[config.mk]
export PLATFORM = sky130hd
export DESIGN_NAME = sram_cache_ctrl
export DESIGN_NICKNAME = d
export VERILOG_FILES = /design/src/rtl/sram_cache_ctrl.sv
export SDC_FILE = /design/constraint.sdc
export NUM_CORES = 1
export LEC_CHECK = 0
export CORE_ASPECT_RATIO = 2
export CORE_MARGIN = 2
export CORE_UTILIZATION = 45
export CTS_CLUSTER_DIAMETER = 30
export DETAILED_ROUTE_END_ITERATION = 10
export PLACE_DENSITY_LB_ADDON = 0.25
export SETUP_SLACK_MARGIN = 0.02
export SYNTH_ARGS = -nofsm -noshare
export SYNTH_HDL_FRONTEND = slang
export SYNTH_SLANG_ARGS = --single-unit
[constraint.sdc]
create_clock -name clk -period 2.8 [get_ports clk]
set_clock_uncertainty 0.1 [all_clocks]
set_input_delay 0.28 -clock clk [delete_from_list [all_inputs] [get_ports clk]]
set_output_delay 0.28 -clock clk [all_outputs]
set_load 0.02 [all_outputs]
[src/rtl/sram_cache_ctrl.sv]
// Direct-mapped 1-byte-line cache controller: drives a tag/data SRAM array and a backing-memory port.
// Latency: load hit -> resp two cycles after accept; miss/store -> resp two cycles after mem_ack.
// Backpressure: req_ready only in IDLE (busy requests ignored); mem_req held until mem_ack; resp has none.
//
// Ports: clk/reset; CPU side req_valid/req_ready/req_we/req_addr/req_wdata and resp_valid/resp_rdata/resp_hit;
//        array side sram_we/sram_wl/sram_tag_in/sram_data_in (out), sram_tag_out/sram_data_out (in);
//        memory side mem_req/mem_we/mem_addr/mem_wdata (out), mem_ack/mem_rdata (in);
//        hit_cnt/miss_cnt saturating statistics.
module sram_cache_ctrl #(
    parameter int TAG_W  = 4,
    parameter int IDX_W  = 4,
    parameter int DATA_W = 8,
    parameter int CNT_W  = 8
) (
    input  logic                   clk,
    input  logic                   reset,
    input  logic                   req_valid,
    output logic                   req_ready,
    input  logic                   req_we,
    input  logic [TAG_W+IDX_W-1:0] req_addr,
    input  logic [DATA_W-1:0]      req_wdata,
    output logic                   resp_valid,
    output logic [DATA_W-1:0]      resp_rdata,
    output logic                   resp_hit,
    output logic                   sram_we,
    output logic [(1<<IDX_W)-1:0]  sram_wl,
    output logic [TAG_W-1:0]       sram_tag_in,
    output logic [DATA_W-1:0]      sram_data_in,
    input  logic [TAG_W-1:0]       sram_tag_out,
    input  logic [DATA_W-1:0]      sram_data_out,
    output logic                   mem_req,
    output logic                   mem_we,
    output logic [TAG_W+IDX_W-1:0] mem_addr,
    output logic [DATA_W-1:0]      mem_wdata,
    input  logic                   mem_ack,
    input  logic [DATA_W-1:0]      mem_rdata,
    output logic [CNT_W-1:0]       hit_cnt,
    output logic [CNT_W-1:0]       miss_cnt
);
    localparam int ADDR_W = TAG_W + IDX_W;
    localparam int LINES  = 1 << IDX_W;

    typedef enum logic [2:0] {
        S_IDLE,
        S_LOOKUP,
        S_MEM,
        S_FILL,
        S_RESP
    } state_t;

    state_t              r_state;
    state_t              w_next;
    logic [ADDR_W-1:0]   r_addr;
    logic                r_we;
    logic [DATA_W-1:0]   r_wdata;
    logic [DATA_W-1:0]   r_fill;
    logic                r_hit;
    logic                r_mem_first;   // first MEM cycle of a store: tag check slot
    logic [LINES-1:0]    r_valid;
    logic [CNT_W-1:0]    r_hit_cnt;
    logic [CNT_W-1:0]    r_miss_cnt;

    logic [IDX_W-1:0]    w_idx;
    logic [TAG_W-1:0]    w_tag;
    logic                w_tag_hit;
    logic                w_inc_hit;
    logic                w_inc_miss;
    logic [LINES-1:0]    w_wl_one;

    assign w_idx     = r_addr[IDX_W-1:0];
    assign w_tag     = r_addr[ADDR_W-1:IDX_W];
    assign w_tag_hit = r_valid[w_idx] && (sram_tag_out == w_tag);
    assign w_wl_one  = {{(LINES-1){1'b0}}, 1'b1};

    always_ff @(posedge clk or posedge reset) begin
        if (reset) begin
            r_state <= S_IDLE;
        end else begin
            r_state <= w_next;
        end
    end

    // Next state, counter strobes and all array/memory/response outputs.
    always_comb begin
        w_next       = r_state;
        w_inc_hit    = 1'b0;
        w_inc_miss   = 1'b0;
        req_ready    = 1'b0;
        resp_valid   = 1'b0;
        resp_hit     = 1'b0;
        sram_we      = 1'b0;
        sram_tag_in  = '0;
        sram_data_in = '0;
        mem_req      = 1'b0;
        // Wordline follows the latched index, so it is one-hot even in reset.
        sram_wl      = w_wl_one << w_idx;
        mem_we       = r_we;
        mem_addr     = r_addr;
        mem_wdata    = r_wdata;
        resp_rdata   = r_fill;
        case (r_state)
            S_IDLE: begin
                req_ready = 1'b1;
                if (req_valid) begin
                    w_next = req_we ? S_MEM : S_LOOKUP;
                end
            end
            S_LOOKUP: begin
                if (w_tag_hit) begin
                    w_next    = S_RESP;
                    w_inc_hit = 1'b1;
                end else begin
                    w_next     = S_MEM;
                    w_inc_miss = 1'b1;
                end
            end
            S_MEM: begin
                mem_req = 1'b1;
                if (r_mem_first) begin
                    w_inc_hit  = w_tag_hit;
                    w_inc_miss = !w_tag_hit;
                end
                if (mem_ack) begin
                    w_next = S_FILL;
                end
            end
            S_FILL: begin
                sram_we      = 1'b1;
                sram_tag_in  = w_tag;
                sram_data_in = r_fill;
                w_next       = S_RESP;
            end
            S_RESP: begin
                resp_valid = 1'b1;
                resp_hit   = r_hit;
                w_next     = S_IDLE;
            end
            default: w_next = S_IDLE;
        endcase
    end

    always_ff @(posedge clk or posedge reset) begin
        if (reset) begin
            r_addr      <= '0;
            r_we        <= 1'b0;
            r_wdata     <= '0;
            r_fill      <= '0;
            r_hit       <= 1'b0;
            r_mem_first <= 1'b0;
            r_valid     <= '0;
            r_hit_cnt   <= '0;
            r_miss_cnt  <= '0;
        end else begin
            case (r_state)
                S_IDLE: begin
                    if (req_valid) begin
                        r_addr      <= req_addr;
                        r_we        <= req_we;
                        r_wdata     <= req_wdata;
                        r_mem_first <= req_we;
                        r_hit       <= 1'b0;
                    end
                end
                S_LOOKUP: begin
                    if (w_tag_hit) begin
                        r_fill <= sram_data_out;
                        r_hit  <= 1'b1;
                    end
                end
                S_MEM: begin
                    r_mem_first <= 1'b0;
                    if (r_mem_first) begin
                        r_hit <= w_tag_hit;
                    end
                    if (mem_ack) begin
                        r_fill <= r_we ? r_wdata : mem_rdata;
                    end
                end
                S_FILL: begin
                    r_valid[w_idx] <= 1'b1;
                end
                default: ;
            endcase
            if (w_inc_hit && (r_hit_cnt != {CNT_W{1'b1}})) begin
                r_hit_cnt <= r_hit_cnt + {{(CNT_W-1){1'b0}}, 1'b1};
            end
            if (w_inc_miss && (r_miss_cnt != {CNT_W{1'b1}})) begin
                r_miss_cnt <= r_miss_cnt + {{(CNT_W-1){1'b0}}, 1'b1};
            end
        end
    end

    assign hit_cnt  = r_hit_cnt;
    assign miss_cnt = r_miss_cnt;

endmodule

# Word level (Yosys, flattened, before mapping)
# Index checks and enable logic that the tools add are counted.
# W data, S select, Z words.
[totals]
ff_bits = 62
out_inout_bits = 74
wordCells = 73
[op_classes]
n_addsub = 2
order_cmp = 2
n_eq_ne = 11
shifts = 1
n_mux = 32
bitwise_logic = 1
reduce_logical = 14
[op_table]
columns = ["op", "n"]
rows = [
  ["$mux W8", 4],
  ["$add A8 B1 Y8 const B", 2],
  ["$ne A8 B8 Y1 const B", 2],
  ["$or A16 B16 Y16", 1],
  ["$pmux W8 S2", 1],
  ["$shl A1 B4 Y16 const A", 1],
  ["$mux W1", 15],
  ["$pmux W3 S4", 1],
  ["$mux W3", 3],
  ["$ne A2 B2 Y1 const B", 4],
  ["$eq A3 B2 Y1 const B", 2],
  ["$pmux W1 S2", 3],
  ["$reduce_and A2 Y1", 3],
  ["$lt A4 B5 Y1 const B", 1],
  ["$bmux W1 S4", 1],
  ["$demux W1 S4", 1],
  ["$eq A4 B4 Y1", 1],
  ["$ge A4 B1 Y1 const B", 1],
  ["$logic_and A1 B1 Y1", 4],
  ["$mux W4", 1],
  ["$reduce_and A4 Y1", 1],
  ["$reduce_bool A2 Y1", 2],
  ["$eq A3 B1 Y1 const B", 1],
  ["$eq A3 B3 Y1 const B", 1],
  ["6 further kinds", 6],
]

# Depth between registers and ports, before layout
[depth]
word_depth = 7
mapped_depth = 7

# Worst setup path before layout
# No wires, ideal clock.
[synth_timing]
path_type = "register to register"
start = "reg r_state[2]"
end = "reg r_addr[0] (netlist: mem_addr[0])"
arrival_time_ns = 2.179
required_time_ns = 2.575
setup_slack_ns = 0.396
path_stages_with_launch = 7
path_buffers = 3
path_cell_list = "dfrtp_1 > clkbuf_1 > nor3_1 > and2_1 > buf_2 > buf_1 > mux2_2"
[synth_between]
elab_chain_len = 2
[synth_rtl]
columns = ["element", "line_no", "rtl"]
rows = [
  ["start, declared", "51", "state_t r_state;"],
  ["start signal, assigned", "79", "r_state <= w_next;"],
  ["$logic_not A3 Y1", "154", "case (r_state)"],
  ["$reduce_and A2 Y1 (no source line)", "n/a", ""],
  ["end signal, assigned", "157", "r_addr <= req_addr;"],
  ["end, declared", "53", "logic [ADDR_W-1:0] r_addr;"],
]
# Every way passes these cells.
# A chain may end at the register's enable or synchronous reset.

# Final worst setup path
[layout_timing]
start = "reg r_addr[3] (netlist: mem_addr[3])"
end = "out sram_wl[4]"
[layout_between]
elab_chain_len = 1
[layout_rtl]
columns = ["element", "line_no", "rtl"]
rows = [
  ["$shl A1 B4 Y16", "96", "sram_wl = w_wl_one << w_idx;"],
  ["end, declared", "26", "output logic [(1<<IDX_W)-1:0] sram_wl,"],
]
# Every way passes these cells.

==> flow_metrics.tcl <==
set metrics [dict create \
    p_leak_nw 2.04 \
    maxSlewViolCount 0 \
    yosys.area.top_type "dfrtp_1" \
    cts_buffers 9 \
    powerDensity_nw_per_um2 1190 \
    vias 2620 \
    cp_cell_sequence "buf_4 > nand2b_1 > nor3_1 > clkdlybuf4s50_1" \
    min_path_type "in2async" \
    hold_viol 0 \
    synth_common_cells "dfrtp_1, nor2_1, mux2_2" \
    critPathMaxStageDelay_ns 0.63 \
    synth_edf_count 0 \
    io_pins 115 \
    ys.flop_type "dfrtp_1" \
    overflow 0 \
    wl_per_cell_um 16.4 \
    dpl.hpwl_um 6140 \
    syn_nets 321 \
    clock-sinks 62 \
    cts_setup_buffers 0 \
    die_x_um 62.7 \
    grt_setup_unrepaired "false" \
    cts_htree_levels 3 \
    cp-start-kind "register" \
    synth.top_cell.area_share_pct 50.0 \
    outcome "complete, no violations" \
    worst_ep_required_time_ns 2.42 \
    vias_per_cell 5.33 \
    yosys_register_bits 62 \
    yosysUniqueCellTypes 41 \
    max_freq_mhz 402 \
    fin_tns_setup_ns 0 \
    avgSynthCellArea_um2 11.2 \
    wl_um 8070 \
    worst_pin_slew_ns 0.527 \
    clk-insertion-delay-late_ns 0.33 \
    crit_fanout 10 \
    regToRegSetupSlack_ns 0.32 \
    antenna-diode-count 0 \
    r2r-start "mem_addr[3]$_DFFE_PP0P_" \
    drt_iter0_markers 144 \
    dieArea_um2 7620 \
    ys.warnings.count 0 \
    drive_above_1_share_pct 16.1 \
    fp-row-count 42 \
    async_flop_share_pct 100 \
    cts_tree "done" \
    coreArea_um2 6670 \
    drcViolationCount 0 \
    fp.dieH_um 121 \
    cts_hold_buffers 0 \
    cts-root-buf "clkbuf_16" \
    grt_antenna_before_repair 0 \
    min_period_ns 2.49 \
    yosysMostFrequentCell "dfrtp_1" \
    timing.hold.ws_ns 0.160 \
    critical_path_class "reg2out" \
    final_util_pct 69.6 \
    slew_headroom_pct 64.9 \
    gp_congestion 0.832 \
    final_net_count 442 \
    grt_max_degree 25 \
    r2r-end "resp_rdata[6]$_DFFE_PP0P_" \
    setup_viol 0 \
    clk_pin_slew_worst_paths_ns 0.05 \
    cts_buffer_depth 2 \
    port_buffers 114 \
    fin_crit_sh_pct 88.9 \
    cts_resized 0 \
    netlist_area_um2 3100 \
    globalRouteTotalUtil_pct 23.4 \
    ys_seq_area_share_pct 50.0 \
    synthToLayoutAreaGrowth_pct 49.7 \
    syn_inst 278 \
    grt_first_pass_wirelength_um 13800 \
    grt_pass1_vias 2789 \
    drv_cap 0 \
    synthTopCellsByArea "dfrtp_1, mux2_2, nor2_1, xnor2_1, and3_1" \
    end_kind "output port" \
    firstDrtPassIters 4 \
    final_antenna_net_count 0 \
    r2r_cells 5 \
    start_util_pct 46.5 \
    worstPathArrival_ns 2.11 \
    fill_cells 543 \
    ir_drop_uv 688 \
    critPathSlowestCell "clkdlybuf4s50_1" \
]
## worst max-delay path by stage
| stage | slack [ns] | startpoint | end | cells after the start |
|---|---|---|---|---|
| 3_3_place_gp | 0.40 | mem_addr[3]$_DFFE_PP0P_ | resp_rdata[3]$_DFFE_PP0P_ | 5 |
| 2_1_floorplan | 0.40 | r_state[2]$_DFFE_PP0P_ | mem_addr[0]$_DFFE_PP0P_ | 6 |
| 3_5_place_dp | 0.31 | mem_addr[3]$_DFFE_PP0P_ | resp_rdata[6]$_DFFE_PP0P_ | 5 |
| 5_1_grt | 0.17 | mem_addr[3]$_DFFE_PP0P_ | sram_wl[4] | 4 |
| 6_report | 0.31 | mem_addr[3]$_DFFE_PP0P_ | sram_wl[4] | 4 |
| 4_1_cts | 0.29 | mem_addr[3]$_DFFE_PP0P_ | sram_wl[4] | 4 |
## worst max-delay path, delay by kind of cell (launching register included)
family        cells  cell delay (ns)
buf+inv           2             0.87
flops             1             0.51
simple gates      2             0.40
## layer usage
| layer | vias up | wire (um) | part of all wire (%) | track usage, % |
|---|---|---|---|---|
| met3 | 18 | 436 | 5.4 | 5.84 |
| met2 | 88 | 4530 | 56 | 42.6 |
| met4 | 0 | 249 | 3.1 | 11.9 |
| met5 | - | 0 | 0 | 0 |
| li1 | 1236 | - | - | - |
| met1 | 1278 | 2850 | 35 | 24.4 |
## layout make-up
class | instances | area [um^2] | share of cell area [%]
clock buffer | 13 | 260 | 5.60
clock inverter | 3 | 18.8 | 0.404
inverter | 4 | 15.0 | 0.323
multi-input combinational | 196 | 1460 | 31.4
sequential | 62 | 1550 | 33.4
tap | 88 | 110 | 2.37
timing repair buffer | 126 | 1230 | 26.5
## cell families after synthesis
family / after synthesis / synth area share, %
adders and majority gates: 2 / 0.806
muxes: 39 / 15.2
DFF: 62 / 50.0
and+or+nand+nor: 99 / 16.2
AOI/OAI and AO/OA: 38 / 9.63
xor gates and xnor gates: 18 / 5.08
buffers and inverters: 20 / 3.02
## layout by cell type (no fill, tap or decap), types with 2 or more instances in the layout
| cell | count |
|---|---|
| clkdlybuf4s50_1 | 114 |
| dfrtp_1 | 62 |
| nor2_1 | 31 |
| mux2_2 | 26 |
| and3_1 | 15 |
| xnor2_1 | 13 |
| buf_4 | 12 |
| nand2_1 | 11 |
| a21oi_1 | 11 |
| a21o_1 | 9 |
| nor3_1 | 9 |
| mux2i_1 | 9 |
| clkbuf_16 | 9 |
| nand2b_1 | 7 |
| nand3_1 | 7 |
| nand4_1 | 6 |
| xor2_1 | 5 |
| a31o_2 | 4 |
| a41o_1 | 4 |
| mux4_2 | 4 |
| nor2b_1 | 3 |
| and2_1 | 3 |
| a22oi_1 | 2 |
| nor3b_1 | 2 |
| inv_1 | 2 |
| ha_1 | 2 |
| clkinv_2 | 2 |
| clkbuf_1 | 2 |
| clkbuf_8 | 2 |
## stage by stage
step,instances,area (um^2),setup WS (ns),power [mW]
finish,492,4650,0.310,5.52
global route,492,4650,0.174,5.86
CTS,492,4650,0.293,5.57
detailed placement,476,4370,0.309,4.50
global placement,476,4370,0.396,4.46
floorplan,278,3100,0.396,3.32
## power by group
group,total (mW),internal [mW],leakage [nW],switching [mW]
combinational,2.77,1.41,1.13,1.36
sequential,1.73,1.27,0.766,0.451
clock,1.03,0.645,0.140,0.384
total,5.52,3.33,2.04,2.19
## sequential cells by signal, indices dropped and copies added, names as in the netlist
signal / cells
mem_addr: 8
r_mem_first: 1
mem_we: 1
miss_cnt: 8
resp_rdata: 8
r_valid: 16
r_hit: 1
r_state: 3
mem_wdata: 8
hit_cnt: 8
(Power assumes the default switching activity.)
